[config.mk]
export PLATFORM = sky130hd
export DESIGN_NAME = traffic_light_monitor
export DESIGN_NICKNAME = d
export VERILOG_FILES = /design/src/rtl/tlm_pkg.sv /design/src/rtl/tlm_phase_decode.sv /design/src/rtl/traffic_light_monitor.sv
export SDC_FILE = /design/constraint.sdc
export NUM_CORES = 1
export LEC_CHECK = 0
export CAP_MARGIN = 20
export CORE_UTILIZATION = 40
export DETAILED_ROUTE_END_ITERATION = 6
export PLACE_DENSITY = 0.71
export SYNTH_ARGS = -nofsm -noshare
export SYNTH_HDL_FRONTEND = slang
export SYNTH_SLANG_ARGS = --single-unit
[constraint.sdc]
create_clock -name clk -period 8.1 [get_ports clk]
set_input_delay 1.62 -clock clk [delete_from_list [all_inputs] [get_ports clk]]
set_output_delay 1.62 -clock clk [all_outputs]
set_load 0.005 [all_outputs]
[src/rtl/tlm_pkg.sv]
// Shared lamp encodings, phase codes, monitor states and phase lamp patterns
// for the traffic light monitor.
package tlm_pkg;

  localparam logic [2:0] LAMP_RED = 3'b100;
  localparam logic [2:0] LAMP_YEL = 3'b010;
  localparam logic [2:0] LAMP_GRN = 3'b001;

  localparam logic [2:0] PH_NONE = 3'd0;
  localparam logic [2:0] PH_P1   = 3'd1;
  localparam logic [2:0] PH_P2   = 3'd2;
  localparam logic [2:0] PH_P3   = 3'd3;
  localparam logic [2:0] PH_P4   = 3'd4;
  localparam logic [2:0] PH_P5   = 3'd5;
  localparam logic [2:0] PH_P6   = 3'd6;

  typedef enum logic [1:0] {
    IDLE  = 2'd0,
    ALIGN = 2'd1,
    TRACK = 2'd2
  } mon_state_e;

  // Lamp patterns packed as {M1, M2, MT, S}.
  localparam logic [11:0] PAT_P1 = {LAMP_GRN, LAMP_GRN, LAMP_RED, LAMP_RED};
  localparam logic [11:0] PAT_P2 = {LAMP_GRN, LAMP_YEL, LAMP_RED, LAMP_RED};
  localparam logic [11:0] PAT_P3 = {LAMP_GRN, LAMP_RED, LAMP_GRN, LAMP_RED};
  localparam logic [11:0] PAT_P4 = {LAMP_YEL, LAMP_RED, LAMP_YEL, LAMP_RED};
  localparam logic [11:0] PAT_P5 = {LAMP_RED, LAMP_RED, LAMP_RED, LAMP_GRN};
  localparam logic [11:0] PAT_P6 = {LAMP_RED, LAMP_RED, LAMP_RED, LAMP_YEL};

  function automatic logic [2:0] next_phase(input logic [2:0] ph);
    return (ph == PH_P6) ? PH_P1 : ph + 3'd1;
  endfunction

endpackage

[src/rtl/tlm_phase_decode.sv]
// Combinational decode of the four lamp buses into a phase number plus
// encoding and conflicting-movement indications.
module tlm_phase_decode
  import tlm_pkg::*;
(
  input  logic [2:0] lamp_m1,
  input  logic [2:0] lamp_m2,
  input  logic [2:0] lamp_mt,
  input  logic [2:0] lamp_s,
  output logic [2:0] phase,
  output logic       encoding_bad,
  output logic       conflict
);

  function automatic logic lamp_ok(input logic [2:0] lamp);
    return (lamp == LAMP_RED) || (lamp == LAMP_YEL) || (lamp == LAMP_GRN);
  endfunction

  logic [11:0] pattern;

  always_comb begin
    pattern      = {lamp_m1, lamp_m2, lamp_mt, lamp_s};
    encoding_bad = !(lamp_ok(lamp_m1) && lamp_ok(lamp_m2) &&
                     lamp_ok(lamp_mt) && lamp_ok(lamp_s));
    // Side street against any main movement, or turn against oncoming M2.
    conflict     = ((lamp_s != LAMP_RED) &&
                    ((lamp_m1 != LAMP_RED) || (lamp_m2 != LAMP_RED) ||
                     (lamp_mt != LAMP_RED))) ||
                   ((lamp_mt != LAMP_RED) && (lamp_m2 != LAMP_RED));
    phase        = PH_NONE;
    if (!encoding_bad) begin
      case (pattern)
        PAT_P1:  phase = PH_P1;
        PAT_P2:  phase = PH_P2;
        PAT_P3:  phase = PH_P3;
        PAT_P4:  phase = PH_P4;
        PAT_P5:  phase = PH_P5;
        PAT_P6:  phase = PH_P6;
        default: phase = PH_NONE;
      endcase
    end
  end

endmodule

[src/rtl/traffic_light_monitor.sv]
// Passive two-stage checker for the intersection lamp interface.
// Dwell-time checking is built only when TLM_DWELL_CHECK_EN is defined.
module traffic_light_monitor
  import tlm_pkg::*;
#(
  parameter int unsigned DWELL_P1 = 11,
  parameter int unsigned DWELL_P2 = 11,
  parameter int unsigned DWELL_P3 = 6,
  parameter int unsigned DWELL_P4 = 11,
  parameter int unsigned DWELL_P5 = 4,
  parameter int unsigned DWELL_P6 = 11,
  parameter int unsigned CNT_W    = 16
) (
  input  logic             clk,
  input  logic             rst,
  input  logic             clr,
  input  logic [2:0]       light_M1,
  input  logic [2:0]       light_M2,
  input  logic [2:0]       light_MT,
  input  logic [2:0]       light_S,
  output logic [2:0]       phase,
  output logic             phase_valid,
  output logic             err_encoding,
  output logic             err_conflict,
  output logic             err_sequence,
  output logic             err_dwell,
  output logic             err_any,
  output logic [CNT_W-1:0] cycle_count,
  output logic [7:0]       fault_count
);

  logic [2:0] m1_p1_q, m2_p1_q, mt_p1_q, s_p1_q;
  logic [2:0] cur_phase;
  logic       enc_bad, conflict;

  // Stage 1: sample the lamp buses; idle value is all-red.
  always_ff @(posedge clk or posedge rst) begin
    if (rst) begin
      m1_p1_q <= LAMP_RED;
      m2_p1_q <= LAMP_RED;
      mt_p1_q <= LAMP_RED;
      s_p1_q  <= LAMP_RED;
    end else begin
      m1_p1_q <= light_M1;
      m2_p1_q <= light_M2;
      mt_p1_q <= light_MT;
      s_p1_q  <= light_S;
    end
  end

  tlm_phase_decode u_decode (
    .lamp_m1      (m1_p1_q),
    .lamp_m2      (m2_p1_q),
    .lamp_mt      (mt_p1_q),
    .lamp_s       (s_p1_q),
    .phase        (cur_phase),
    .encoding_bad (enc_bad),
    .conflict     (conflict)
  );

  mon_state_e       state_q, state_d;
  logic [2:0]       phase_q, phase_d;
  logic             err_enc_q, err_enc_d;
  logic             err_conf_q, err_conf_d;
  logic             err_seq_q, err_seq_d;
  logic             err_dwell_q, err_dwell_d;
  logic [CNT_W-1:0] cycle_cnt_q, cycle_cnt_d;
  logic [7:0]       fault_cnt_q, fault_cnt_d;
  logic [7:0]       fault_base;
  logic             changed, legal, fire_seq, fire_dwell, fire_any, cycle_inc;

`ifdef TLM_DWELL_CHECK_EN
  logic [CNT_W-1:0] dwell_q, dwell_d;

  function automatic logic [CNT_W-1:0] dwell_of(input logic [2:0] ph);
    case (ph)
      PH_P1:   return CNT_W'(DWELL_P1);
      PH_P2:   return CNT_W'(DWELL_P2);
      PH_P3:   return CNT_W'(DWELL_P3);
      PH_P4:   return CNT_W'(DWELL_P4);
      PH_P5:   return CNT_W'(DWELL_P5);
      PH_P6:   return CNT_W'(DWELL_P6);
      default: return '0;
    endcase
  endfunction
`endif

  always_comb begin
    state_d    = state_q;
    phase_d    = cur_phase;
    fire_seq   = 1'b0;
    fire_dwell = 1'b0;
    cycle_inc  = 1'b0;
    changed    = (cur_phase != phase_q);
    legal      = changed && (phase_q != PH_NONE) &&
                 (cur_phase == next_phase(phase_q));
`ifdef TLM_DWELL_CHECK_EN
    // Counts samples of the current phase; the first sample counts as 1.
    if (changed)
      dwell_d = CNT_W'(1);
    else if (dwell_q == '1)
      dwell_d = dwell_q;
    else
      dwell_d = dwell_q + CNT_W'(1);
`endif
    case (state_q)
      IDLE:  if (cur_phase != PH_NONE) state_d = ALIGN;
      ALIGN: if (legal) state_d = TRACK;
      TRACK: begin
        if (changed) begin
          if (!legal)
            fire_seq = 1'b1;
          else if (phase_q == PH_P6)
            cycle_inc = 1'b1;
        end
`ifdef TLM_DWELL_CHECK_EN
        // On a change the old phase must have lasted exactly its dwell;
        // without a change, reaching the dwell once more means overstay.
        if (changed)
          fire_dwell = (dwell_q != dwell_of(phase_q));
        else
          fire_dwell = (dwell_q == dwell_of(phase_q));
`endif
      end
      default: state_d = IDLE;
    endcase

    fire_any = enc_bad | conflict | fire_seq | fire_dwell;
    if (fire_any && (state_q != IDLE))
      state_d = ALIGN;

    err_enc_d   = (err_enc_q   & ~clr) | enc_bad;
    err_conf_d  = (err_conf_q  & ~clr) | conflict;
    err_seq_d   = (err_seq_q   & ~clr) | fire_seq;
    err_dwell_d = (err_dwell_q & ~clr) | fire_dwell;

    fault_base  = clr ? 8'd0 : fault_cnt_q;
    fault_cnt_d = (fire_any && (fault_base != 8'hFF)) ? fault_base + 8'd1
                                                      : fault_base;
    cycle_cnt_d = cycle_inc ? cycle_cnt_q + CNT_W'(1) : cycle_cnt_q;
  end

  // Stage 2: decoded phase, monitor state, sticky flags and counters.
  always_ff @(posedge clk or posedge rst) begin
    if (rst) begin
      state_q     <= IDLE;
      phase_q     <= PH_NONE;
      err_enc_q   <= 1'b0;
      err_conf_q  <= 1'b0;
      err_seq_q   <= 1'b0;
      err_dwell_q <= 1'b0;
      cycle_cnt_q <= '0;
      fault_cnt_q <= 8'd0;
    end else begin
      state_q     <= state_d;
      phase_q     <= phase_d;
      err_enc_q   <= err_enc_d;
      err_conf_q  <= err_conf_d;
      err_seq_q   <= err_seq_d;
      err_dwell_q <= err_dwell_d;
      cycle_cnt_q <= cycle_cnt_d;
      fault_cnt_q <= fault_cnt_d;
    end
  end

`ifdef TLM_DWELL_CHECK_EN
  always_ff @(posedge clk or posedge rst) begin
    if (rst) dwell_q <= '0;
    else     dwell_q <= dwell_d;
  end
`endif

  assign phase        = phase_q;
  assign phase_valid  = (state_q == TRACK);
  assign err_encoding = err_enc_q;
  assign err_conflict = err_conf_q;
  assign err_sequence = err_seq_q;
  assign err_dwell    = err_dwell_q;
  assign err_any      = err_enc_q | err_conf_q | err_seq_q | err_dwell_q;
  assign cycle_count  = cycle_cnt_q;
  assign fault_count  = fault_cnt_q;

endmodule

# Yosys cells after proc, flatten, opt, wreduce, memory -nomap -nowiden
# Cells that the tools add are included.
[classes] addsub=3 eq_ne=31 n_mux=16 n_bitwise=13 reduce_logical=26
[ops] operator="equality test 12 x 10 -> 1 bit, second input constant" n=3
[ops] operator="equality test 12 bit, second input constant" n=2
[ops] operator="!= test 3 bit, second input constant" n=6
[ops] operator="one-hot mux 3 bit (6 select lines)" n=1
[ops] operator="adder 16 x 1 -> 16 bit, second input constant" n=1
[ops] operator="2-to-1 mux 8 bit" n=2
[ops] operator="equality test 3 bit, second input constant" n=5
[ops] operator="equality test 12 x 11 -> 1 bit, second input constant" n=1
[ops] operator="equality test 3 x 1 -> 1 bit, second input constant" n=4
[ops] operator="equality test 3 x 2 -> 1 bit, second input constant" n=4
[ops] operator="logical OR 1 bit" n=11
[ops] operator="logical AND 1 bit" n=9
[ops] operator="adder 8 x 1 -> 8 bit, second input constant" n=1
[ops] operator="!= test 8 bit, second input constant" n=1
[ops] operator="bitwise OR 1 bit" n=8
[ops] operator="2-to-1 mux 1 bit" n=7
[ops] operator="2-to-1 mux 2 bit" n=3
[ops] operator="2-to-1 mux 3 bit" n=2
[ops] operator="one-hot mux 2 bit (3 select lines)" n=1
[ops] operator="nonzero test 3 bit" n=2
[ops] operator="AND 1 bit" n=4
[ops] operator="adder 3 x 1 -> 3 bit, second input constant" n=1
[ops] operator="equality test 3 bit" n=1
[ops] operator="!= test 3 bit" n=1
[ops] operator="8 further kinds" n=8
[totals] ff_bits=45 input_bits=15 out_inout_bits=33 wordCells=101

# Depth between registers and ports, before layout
[logic_depth] word_depth=17 depth_mapped=9

# Hierarchy
# From an unflattened synthesis, not the netlist that was laid out.
[unflattened] cells_unflattened=196 area_unflattened_um2=2185.8
[modules_own_cells] module="traffic_light_monitor" instances=1 cells_per_inst=161 area_each_um2=1909.3 seq_area_each_um2=1131.1
[modules_own_cells] module="tlm_phase_decode" instances=1 cells_per_inst=35 area_each_um2=276.5 seq_area_each_um2=0.0

# Worst setup path before layout
# OpenSTA, ideal clock, no wires.
[synth_path] path_kind="input -> register" start="input clr" end="register fault_cnt_q[5], in the netlist fault_count[5]" setup_ns=0.078 arrival_ns=3.266 required_time_ns=8.022 path_slack_ns=4.756 cell_stages=8 path_cell_list="clkbuf_1 nor2b_1 ha_1 nor3b_1 and3_1 or3_1 or3_1 a21oi_1"
[synth_via] elab_chain_cells=4
[synth_rtl] element="start: declaration" line="traffic_light_monitor.sv:16" rtl="input logic clr,"
[synth_rtl] element="2-to-1 mux 8 bit (*)" line="traffic_light_monitor.sv:137" rtl="fault_base = clr ? 8'd0 : fault_cnt_q;"
[synth_rtl] element="parallel branches: the longest is 2 deep, another holds adder 8 x 1 -> 8 bit"
[synth_rtl] element="2-to-1 mux 8 bit (*)" line="traffic_light_monitor.sv:138" rtl="fault_cnt_d = (fire_any && (fault_base != 8'hFF)) ? fault_base + 8'd1"
[synth_rtl] element="named net fault_cnt_d[5]" line="traffic_light_monitor.sv:68" rtl="logic [7:0] fault_cnt_q, fault_cnt_d;"
[synth_rtl] element="end signal: assignment" line="traffic_light_monitor.sv:162" rtl="fault_cnt_q <= fault_cnt_d;"
[synth_rtl] element="end: declaration" line="traffic_light_monitor.sv:68"
# Mark *: on every way through the listed nets, which the timed path passes.
# A chain may end at the register's enable or synchronous reset.

# Final worst setup path
# Ends and elaborated chain as after synthesis.

==> impl_metrics.ini <==
[cts]
postCtsHoldBufs = 0
cts-buffers-inserted = 5
buffer_count_from_post_cts_setup_fixing = 0
ctsRootBufferMaster = sky130_fd_sc_hd__clkbuf_8
cts_buffer_depth = 2
cts-htree-levels = 2
clkSinkCount = 45
clk_pin_slew_ns = 0.09
cts_tree = yes
cts.repair.resized = 0
clock_latency_ns = 0.29

[pwr]
power.switching_mw = 0.0975
ir_drop_mv = 0.110
power_mw = 0.438
power.static_leakage_nw = 1.18
pwr-share-comb_pct = 7.0
powerDensity_mw_per_mm2 = 149
seqPwrFrac_pct = 54.4
internal_power_mw = 0.341
power.share.switching_pct = 22.2
p_clk_share_pct = 38.6

[yosys]
synth_area_per_cell_um2 = 10.8
ys_top_cells_by_area = sky130_fd_sc_hd__dfrtp_1 (45%), sky130_fd_sc_hd__xnor2_1 (7.3%), sky130_fd_sc_hd__dfstp_2 (4.6%)
ys.warnings.count = 0
syn_nets = 228
post_synth_num_cell_types = 43
synth_async_sr_flop_share_pct = 100
yosys.cell_count.top_type = sky130_fd_sc_hd__dfrtp_1
synth_ff_type = sky130_fd_sc_hd__dfrtp_1
synth_edf_count = 0
cell_area_after_synthesis_mm2 = 0.00228
ys_seq_elements = 45
synth_seq_area_share_pct = 49.7
synth_largest_type_area_fraction_pct = 45.1
netlist_instances = 211
ys_top_cells_by_count = sky130_fd_sc_hd__dfrtp_1 (41), sky130_fd_sc_hd__nor2_1 (19), sky130_fd_sc_hd__xnor2_1 (19), sky130_fd_sc_hd__nand3_1 (16), sky130_fd_sc_hd__nand2_1 (11)
netlist.top_cell.by_area = sky130_fd_sc_hd__dfrtp_1

[timing]
fin_crit_ns = 3.76
skew_ns = 0.00791
worst_hold_slack_ns = 0.472
period_share_pct = 46.4
timing_max_transition_violations_final = 0
report.final.hold_viol_count = 0
timing.fmax_mhz = 266
tightest_slew_ns = 0.557
maxSlewHeadroom_pct = 62.9
tns_ns = 0
setup_ws_ns = 4.34
grt_setup_unrepaired = no
setup_viol = 0

[layout]
fin_util_pct = 53.5
final_nets = 281
layout-area-overhead-vs-synth_pct = 29.5
final_layout_size_suffix_gt1_share_pct = 8.68
insertedDiodeCount = 0
fin_area_mm2 = 0.00295
fin_cells = 337

[placed_design]
dp_cells = 329
placed_standard_cell_area_mm2 = 0.00284
final_hpwl_from_detailed_placement_um = 3150
port_buffers = 47
globalplace.congestion = 0.854
detailedPlace.worstSlack_ns = 4.02

[global_routing]
gr-usage-all-layers_pct = 15.8
antenna_found_initial = 0
first_global_vias = 1649
globalRouteOverflowTotal = 0
grt_start_max_net_pins = 46
grt_first_pass_wirelength_um = 7560

[die]
placeableCoreArea_mm2 = 0.00551
std_cell_rows = 27
floorplan.initialDensity_pct = 41.4
dieWidth_um = 77.5
chipHeight_um = 77.5
die_area_mm2 = 0.00600
pin_count = 48

[setup_path]
cp-start-kind = input pin
cp_data_required_time_ns = 8.32
r2r_cells = 8
criticalPathCategory = in -> reg
endpoint_kind = register
arrival_ns = 3.97
timing.critical_path.fanout_max = 15

[route]
drt.antenna.violating_nets = 0
wirelength_um = 4350
drt-pass1-iter-count = 5
routed-via-count = 1785
avgRoutedWirePerCell_um = 12.9
drc = 0
via_cell_ratio = 5.30
drt_iter0_markers = 64

[hold_path]
worst_hold_stages = 1
hold_class = reg -> reg

[status]
outcome = complete, no violations

[job]
drv.max_cap_violation_count = 0
==> logic make-up after synthesis <==
kind of cell	after synthesis	synth area share, %
xor gates and xnor gates	23	8.85
AOI/OAI and AO/OA	24	9.01
and+or+nand+nor	100	26.9
adders and majority gates	2	1.10
buffers and inverters	12	2.03
DFF	45	49.7
muxes	5	2.42
==> area by class of cell <==
cell class / count / area, um^2
fill: 491 / 2560
inverter: 10 / 37.5
timing repair buffer: 48 / 478
tap: 72 / 90.1
clock inverter: 2 / 38.8
sequential: 45 / 1130
clock buffer: 6 / 72.6
multi-input combinational: 154 / 1100
==> flip-flops by register name, summed over array words and instances (netlist names) <==
name and count:
err_sequence 1, cycle_count 16, err_encoding 1, err_conflict 1, s_p1_q 3, m1_p1_q 3
m2_p1_q 3, fault_count 8, err_dwell 1, state_q 2, phase 3, mt_p1_q 3
==> final timing paths <==
path / start / end / slack, ns
max in group asynchronous: rst / state_q[0]$_DFFE_PP0P_ / 5.95
worst min-delay path: cycle_count[15]$_DFFE_PP0P_ / cycle_count[15]$_DFFE_PP0P_ / 0.47
worst max-delay path: clr / fault_count[5]$_DFF_PP0_ / 4.34
min in group asynchronous: rst / cycle_count[15]$_DFFE_PP0P_ / 1.76
worst max register to register: m2_p1_q[2]$_DFF_PP1_ / fault_count[1]$_DFF_PP0_ / 5.18
worst min register to register: cycle_count[15]$_DFFE_PP0P_ / cycle_count[15]$_DFFE_PP0P_ / 0.47
==> per-layer routing <==
| metal | part of all wire [%] | vias to the layer above | routed length (um) | GRT usage, % |
|---|---|---|---|---|
| met5 | 0 | - | 0 | 0 |
| met4 | 1.2 | 0 | 53 | 5.85 |
| met3 | 5.2 | 6 | 224 | 4.47 |
| met2 | 48 | 56 | 2110 | 25.8 |
| met1 | 45 | 862 | 1960 | 19.9 |
| li1 | - | 861 | - | - |
==> cells in the final DEF, fill, tap and decap left out, drive strengths merged, types with 8 or more instances in the layout <==
master	n
nor2b	8
inv	9
xnor2	19
nand3	16
nor3b	13
dfrtp	41
nand2	11
nor2	19
clkdlybuf4s50	47
nand4	10
==> worst max-delay path, stage by stage <==
cell                              delay (ns)
sky130_fd_sc_hd__clkdlybuf4s50_1        0.77
sky130_fd_sc_hd__nor2b_1                0.14
sky130_fd_sc_hd__ha_1                   0.25
sky130_fd_sc_hd__nor3b_1                0.17
sky130_fd_sc_hd__and3_1                 0.24
sky130_fd_sc_hd__or3_1                  0.35
sky130_fd_sc_hd__or3_1                  0.30
sky130_fd_sc_hd__a21oi_1                0.12
==> power groups by stage <==
stage / combinational, mW / sequential, mW / clock (mW)
global placement: 0.0307 / 0.243 / 0
finish: 0.0307 / 0.239 / 0.169
global route: 0.0344 / 0.240 / 0.187
detailed placement: 0.0313 / 0.243 / 0
CTS: 0.0314 / 0.239 / 0.174
floorplan: 0.0162 / 0.242 / 0
No activity file was read; power rests on OpenSTA's default activity.
